--- src/rtl/key_loader_pkg.sv ---
// key_loader_pkg: shared constants and state encoding for the PBKDF2 key loader.
//   KEY_BYTES  - key capacity in bytes (one SHA-512 HMAC block)
//   KEY_BITS   - assembled key width
//   KEY_LEN_W  - width of the stored-byte count (holds 0..128)
//   loader_state_e - ACCEPT (collecting bytes), DRAIN (discarding overlong
//                    tail), HOLD (key presented until acknowledged)
package key_loader_pkg;

    localparam int KEY_BYTES = 128;
    localparam int KEY_BITS  = 8 * KEY_BYTES;
    localparam int KEY_LEN_W = 8;

    typedef enum logic [1:0] {
        ACCEPT = 2'd0,
        DRAIN  = 2'd1,
        HOLD   = 2'd2
    } loader_state_e;

endpackage

--- src/rtl/key_loader.sv ---
// key_loader: assembles a byte-streamed password MSB-first into a 1024-bit
// zero-padded HMAC key and holds it until the consumer acknowledges it.
// Ports:
//   clk        - clock, rising edge
//   reset      - asynchronous active-low reset
//   in_valid   - password byte beat valid
//   in_ready   - loader can accept a beat (low only while holding a key)
//   in_data    - password byte
//   in_last    - beat carries the final password byte
//   key        - assembled key, byte k at [1023-8k -: 8], unused bytes zero
//   key_len    - number of stored bytes, saturates at 128
//   key_valid  - key complete and stable
//   key_err    - password was longer than 128 bytes (key truncated)
//   key_ack    - consumer done with key; clears and re-arms the loader
module key_loader
    import key_loader_pkg::*;
(
    input  logic                 clk,
    input  logic                 reset,
    input  logic                 in_valid,
    output logic                 in_ready,
    input  logic [7:0]           in_data,
    input  logic                 in_last,
    output logic [KEY_BITS-1:0]  key,
    output logic [KEY_LEN_W-1:0] key_len,
    output logic                 key_valid,
    output logic                 key_err,
    input  logic                 key_ack
);

    loader_state_e        state_r;
    loader_state_e        state_next_s;
    logic [KEY_BITS-1:0]  key_r;
    logic [KEY_LEN_W-1:0] count_r;
    logic                 err_r;

    logic                 accept_s;
    logic                 wr_en_s;
    logic                 set_err_s;
    logic                 clr_s;
    logic [9:0]           slot_lsb_s;

    // Handshake: the loader stalls input only while presenting a key.
    assign accept_s = in_valid && (state_r != HOLD);

    // Byte slot k occupies key[1023-8k -: 8]; this is its low bit index.
    // Only used while count < 128, so the 7-bit slot number suffices.
    assign slot_lsb_s = 10'd1016 - {count_r[6:0], 3'b000};

    // Next-state and datapath control decode.
    always_comb begin
        state_next_s = state_r;
        wr_en_s      = 1'b0;
        set_err_s    = 1'b0;
        clr_s        = 1'b0;
        case (state_r)
            ACCEPT: begin
                if (accept_s) begin
                    if (count_r < 8'd128) begin
                        wr_en_s = 1'b1;
                        if (in_last) begin
                            state_next_s = HOLD;
                        end else begin
                            state_next_s = ACCEPT;
                        end
                    end else begin
                        // Overlong: drop the byte, flag, and skip the rest.
                        set_err_s = 1'b1;
                        if (in_last) begin
                            state_next_s = HOLD;
                        end else begin
                            state_next_s = DRAIN;
                        end
                    end
                end else begin
                    state_next_s = ACCEPT;
                end
            end
            DRAIN: begin
                if (accept_s && in_last) begin
                    state_next_s = HOLD;
                end else begin
                    state_next_s = DRAIN;
                end
            end
            HOLD: begin
                if (key_ack) begin
                    clr_s        = 1'b1;
                    state_next_s = ACCEPT;
                end else begin
                    state_next_s = HOLD;
                end
            end
            default: begin
                state_next_s = ACCEPT;
            end
        endcase
    end

    // State register.
    always_ff @(posedge clk or negedge reset) begin
        if (!reset) begin
            state_r <= ACCEPT;
        end else begin
            state_r <= state_next_s;
        end
    end

    // Key storage, byte count and overlong flag; cleared on ack so the
    // next password starts from an all-zero (padded) key.
    always_ff @(posedge clk or negedge reset) begin
        if (!reset) begin
            key_r   <= {KEY_BITS{1'b0}};
            count_r <= 8'd0;
            err_r   <= 1'b0;
        end else if (clr_s) begin
            key_r   <= {KEY_BITS{1'b0}};
            count_r <= 8'd0;
            err_r   <= 1'b0;
        end else begin
            if (wr_en_s) begin
                key_r[slot_lsb_s +: 8] <= in_data;
                count_r                <= count_r + 8'd1;
            end
            if (set_err_s) begin
                err_r <= 1'b1;
            end
        end
    end

    // Outputs come straight from registers or from a decode of the state
    // register, so nothing combinational from in_valid/key_ack reaches them.
    assign in_ready  = (state_r != HOLD);
    assign key_valid = (state_r == HOLD);
    assign key       = key_r;
    assign key_len   = count_r;
    assign key_err   = err_r;

endmodule
--- config.mk ---
export PLATFORM = sky130hd
export DESIGN_NAME = key_loader
export DESIGN_NICKNAME = d
export VERILOG_FILES = /design/src/rtl/key_loader_pkg.sv /design/src/rtl/key_loader.sv
export SDC_FILE = /design/constraint.sdc
export NUM_CORES = 2
export LEC_CHECK = 0
export ABC_AREA = 1
export CAP_MARGIN = 10
export CORE_AREA = 2 2 405 407
export CTS_BUF_LIST = sky130_fd_sc_hd__clkbuf_2 sky130_fd_sc_hd__clkbuf_4 sky130_fd_sc_hd__clkbuf_8
export CTS_CLUSTER_DIAMETER = 80
export DETAILED_ROUTE_END_ITERATION = 8
export DIE_AREA = 0 0 407 409
export HOLD_SLACK_MARGIN = 0.15
export PLACE_DENSITY = 0.53
export SLEW_MARGIN = 20
export SYNTH_ARGS = -nofsm -noshare
export SYNTH_HDL_FRONTEND = slang
export SYNTH_SLANG_ARGS = --single-unit
--- constraint.sdc ---
create_clock -name clk -period 2.4 [get_ports clk]
set_input_delay 0.24 -clock clk [delete_from_list [all_inputs] [get_ports clk]]
set_output_delay 0.24 -clock clk [all_outputs]
set_load 0.02 [all_outputs]
==> impl_metrics.ini <==
[floorplan]
die_h_um = 409
die-width_um = 407
start_util_pct = 27.8
pin_count = 1048
row_count = 148
core_sq_um = 162000
die-area_sq_um = 166000

[synth]
syn-cell-area_sq_um = 45100
synth_warnings = 0
ys_ff_latch = 1035
syn_inst = 5359
ys_types = 35
synth_nets = 5376
ys_seq_area_share_pct = 57.4
synth_top_cell_by_area = dfrtp_1
ys_top_cells_by_area = dfrtp_1, nand2_1, nand3_1
synth_top_cell_area_share_pct = 57.4
avgSynthCellArea_sq_um = 8.42

[detailed_routing]
drc = 0
vias = 46200
wl_per_cell_um = 26.6
vias_per_cell = 4.94
ant_nets = 0
drtIter0Drc = 4245
dr.pass1.iters = 6
routed_wl_um = 248000

[global_route]
use_met1_pct = 36.1
grt_first_pass_wirelength_um = 343000
grt.overflow.total = 0
met3_usage_pct = 8.34
antenna_found_initial = 13
grt_util_met2_pct = 46.3
grt_max_degree = 99
grt-busiest-layer = met2
grt_pass1_vias = 45100
grt_usage_pct = 28.9

[placed_design]
place.gp.congestion = 0.940
numPortBuffers = 1047
dp_hpwl_um = 192000

[pwr]
p_per_area_nw_per_um2 = 824
p_comb_share_pct = 34.4
seq_power_share_pct = 32.1
power.share.clock_pct = 33.5
power.net_switching_mw = 21.8
sw_frac_of_total_pct = 38.3
ir_worst_vdd_uv = 612
leakagePower_nw = 34.6
p_int_mw = 35.2

[worst_setup_path]
crit_path_frequent_cell = nor2_4
cp-start-kind = register
cp_max_fo = 7
cp.required_ns = 3.27
arrival_ns = 3.27
crit_path_end_kind = register
worstPathBufferInverterCount = 4
r2r_start = key_len[0]
slowest_stage = dfrtp_2
cp_top_family = simple AND/OR/NAND/NOR gates
crit_type = register to register
worstPathCellList = ha_4 > nand2_4 > nand2_2 > buf_4 > nor2_4 > inv_1 > nor2_4 > buf_6 > nand3_2 > nor2_4 > buf_6 > nand2_1 > nand2_1
r2r_end = key[419]
rrSetupSlack_ns = 0.004
rr_worst_depth = 13
slowest_delay_ns = 0.47

[clock_tree]
cts_tree = done
htree_levels = 4
clkTransAtPathRegs_ns = 0.06
clock_latency_ns = 0.96
cts.sinks = 1035
cts_made_buffers = 188
cts-root-buf = clkbuf_8
max-clock-path-buffers = 3

[final_layout]
seq_area_sq_um = 25900
fillers = 16200
mostFrequentLayoutCells = nand2_1, nand3_1, dfrtp_1
nNetsFinal = 7030
drive_gt1_share_pct = 19.8
area_growth_pct = 53.6
multi_input_area_sq_um = 18100
layout_commonest_cell = nand2_1

[timing]
fin_skew_ns = 0.0372
finalMaxSlewViolations = 0
max_freq_mhz = 417
period_needed_ns = 2.40
setup_viol = 0
setup_tns_ns = 0
holdWs_ns = 0.265
max_slew_margin_pct = 51.2
tightest_slew_ns = 0.732
hold_viol = 0
grt_setup_unrepaired = yes
fin_crit_sh_pct = 99.8

[outcome]
status = complete, no violations

[run]
maxCapViolCount = 0

[worst_hold_path]
hp-class = input pin to asynchronous set/reset pin
## cell families after synthesis
| logic type | share of synthesized area (%) |
|---|---|
| and+or+nand+nor | 34.5 |
| buffers and inverters | 4.75 |
| DFF | 57.4 |
| AOI/OAI and AO/OA | 3.25 |
| adders and majority gates | 0.111 |
## Yosys cell counts, drive strengths merged
| library cell | n |
|---|---|
| inv | 217 |
| buf | 205 |
| o22ai | 6 |
| nand4 | 53 |
| and3 | 1 |
| clkinv | 5 |
| a21oi | 5 |
| nor2 | 439 |
| nand3b | 4 |
| nand2 | 1877 |
| nand3 | 1107 |
| nor3 | 47 |
| nor3b | 4 |
| o21ai | 277 |
| dfrtp | 1035 |
| clkbuf | 70 |
| ha | 4 |
| or2 | 3 |
## worst max path at each step
stage,cells past startpoint,endpoint,slack (ns),startpoint
2_1_floorplan,12,key[662],0.11,key_len[0]
3_3_place_gp,10,key[492],-0.37,key_len[2]
3_5_place_dp,10,key[492],-0.39,key_len[2]
4_1_cts,2,key_len[0],-0.21,key_len[0]
5_1_grt,11,key[366],-0.07,key_len[1]
6_report,13,key[419],0.004,key_len[0]
## power groups by stage
stage / combinational, mW / clock, mW / sequential (mW)
2_1_floorplan: 6.41 / 0 / 19.0
3_3_place_gp: 17.9 / 0 / 18.6
3_5_place_dp: 18.0 / 0 / 18.6
4_1_cts: 18.5 / 19.5 / 18.3
5_1_grt: 20.3 / 20.3 / 18.3
6_report: 19.6 / 19.1 / 18.3
## routing by layer
layer / routed length, um / vias up
met5: 12 / -
met4: 12100 / 2
met3: 20700 / 456
met2: 116000 / 1995
met1: 99900 / 22900
li1: - / 20900
## tightest hold or removal path, cell delays in order
cell and delay, ns:
dlygate4sd3_1 0.56, buf_8 0.48, buf_12 0.28
## registers in the layout, summed over array words and instances, names as in the netlist
register and count:
key_len 8, key 1024, key_err 1, state_r 2
## area by class of cell
cell class,instances,area share [%]
Clock buffer,309,5.60
Timing Repair Buffer,1736,25.1
Clock inverter,35,0.600
Antenna cell,10,0.0361
Inverter,222,1.30
Tap cell,2175,3.93
Multi-Input combinational cell,3830,26.1
Sequential cell,1035,37.4
## repair_timing
item	4_1_cts	5_1_grt
hold buffers	8	0
buffers inserted	18	30
resized for setup	178	213
gates cloned	0	8
pin swaps	9	33
endpoints found under the hold margin	1042	0
setup endpoints to repair	641	988
## metrics by stage
step	power (mW)	utilization (%)	area, sq um	setup WS (ns)	std cells
2_1_floorplan	25.5	-	45100	0.109	5359
3_3_place_gp	36.5	39.1	63400	-0.365	8935
3_5_place_dp	36.6	39.1	63400	-0.387	8935
4_1_cts	56.2	42.0	68100	-0.211	9305
5_1_grt	58.9	42.7	69300	-0.0693	9351
6_report	57.0	42.7	69300	0.00417	9352
(Power assumes the default switching activity.)
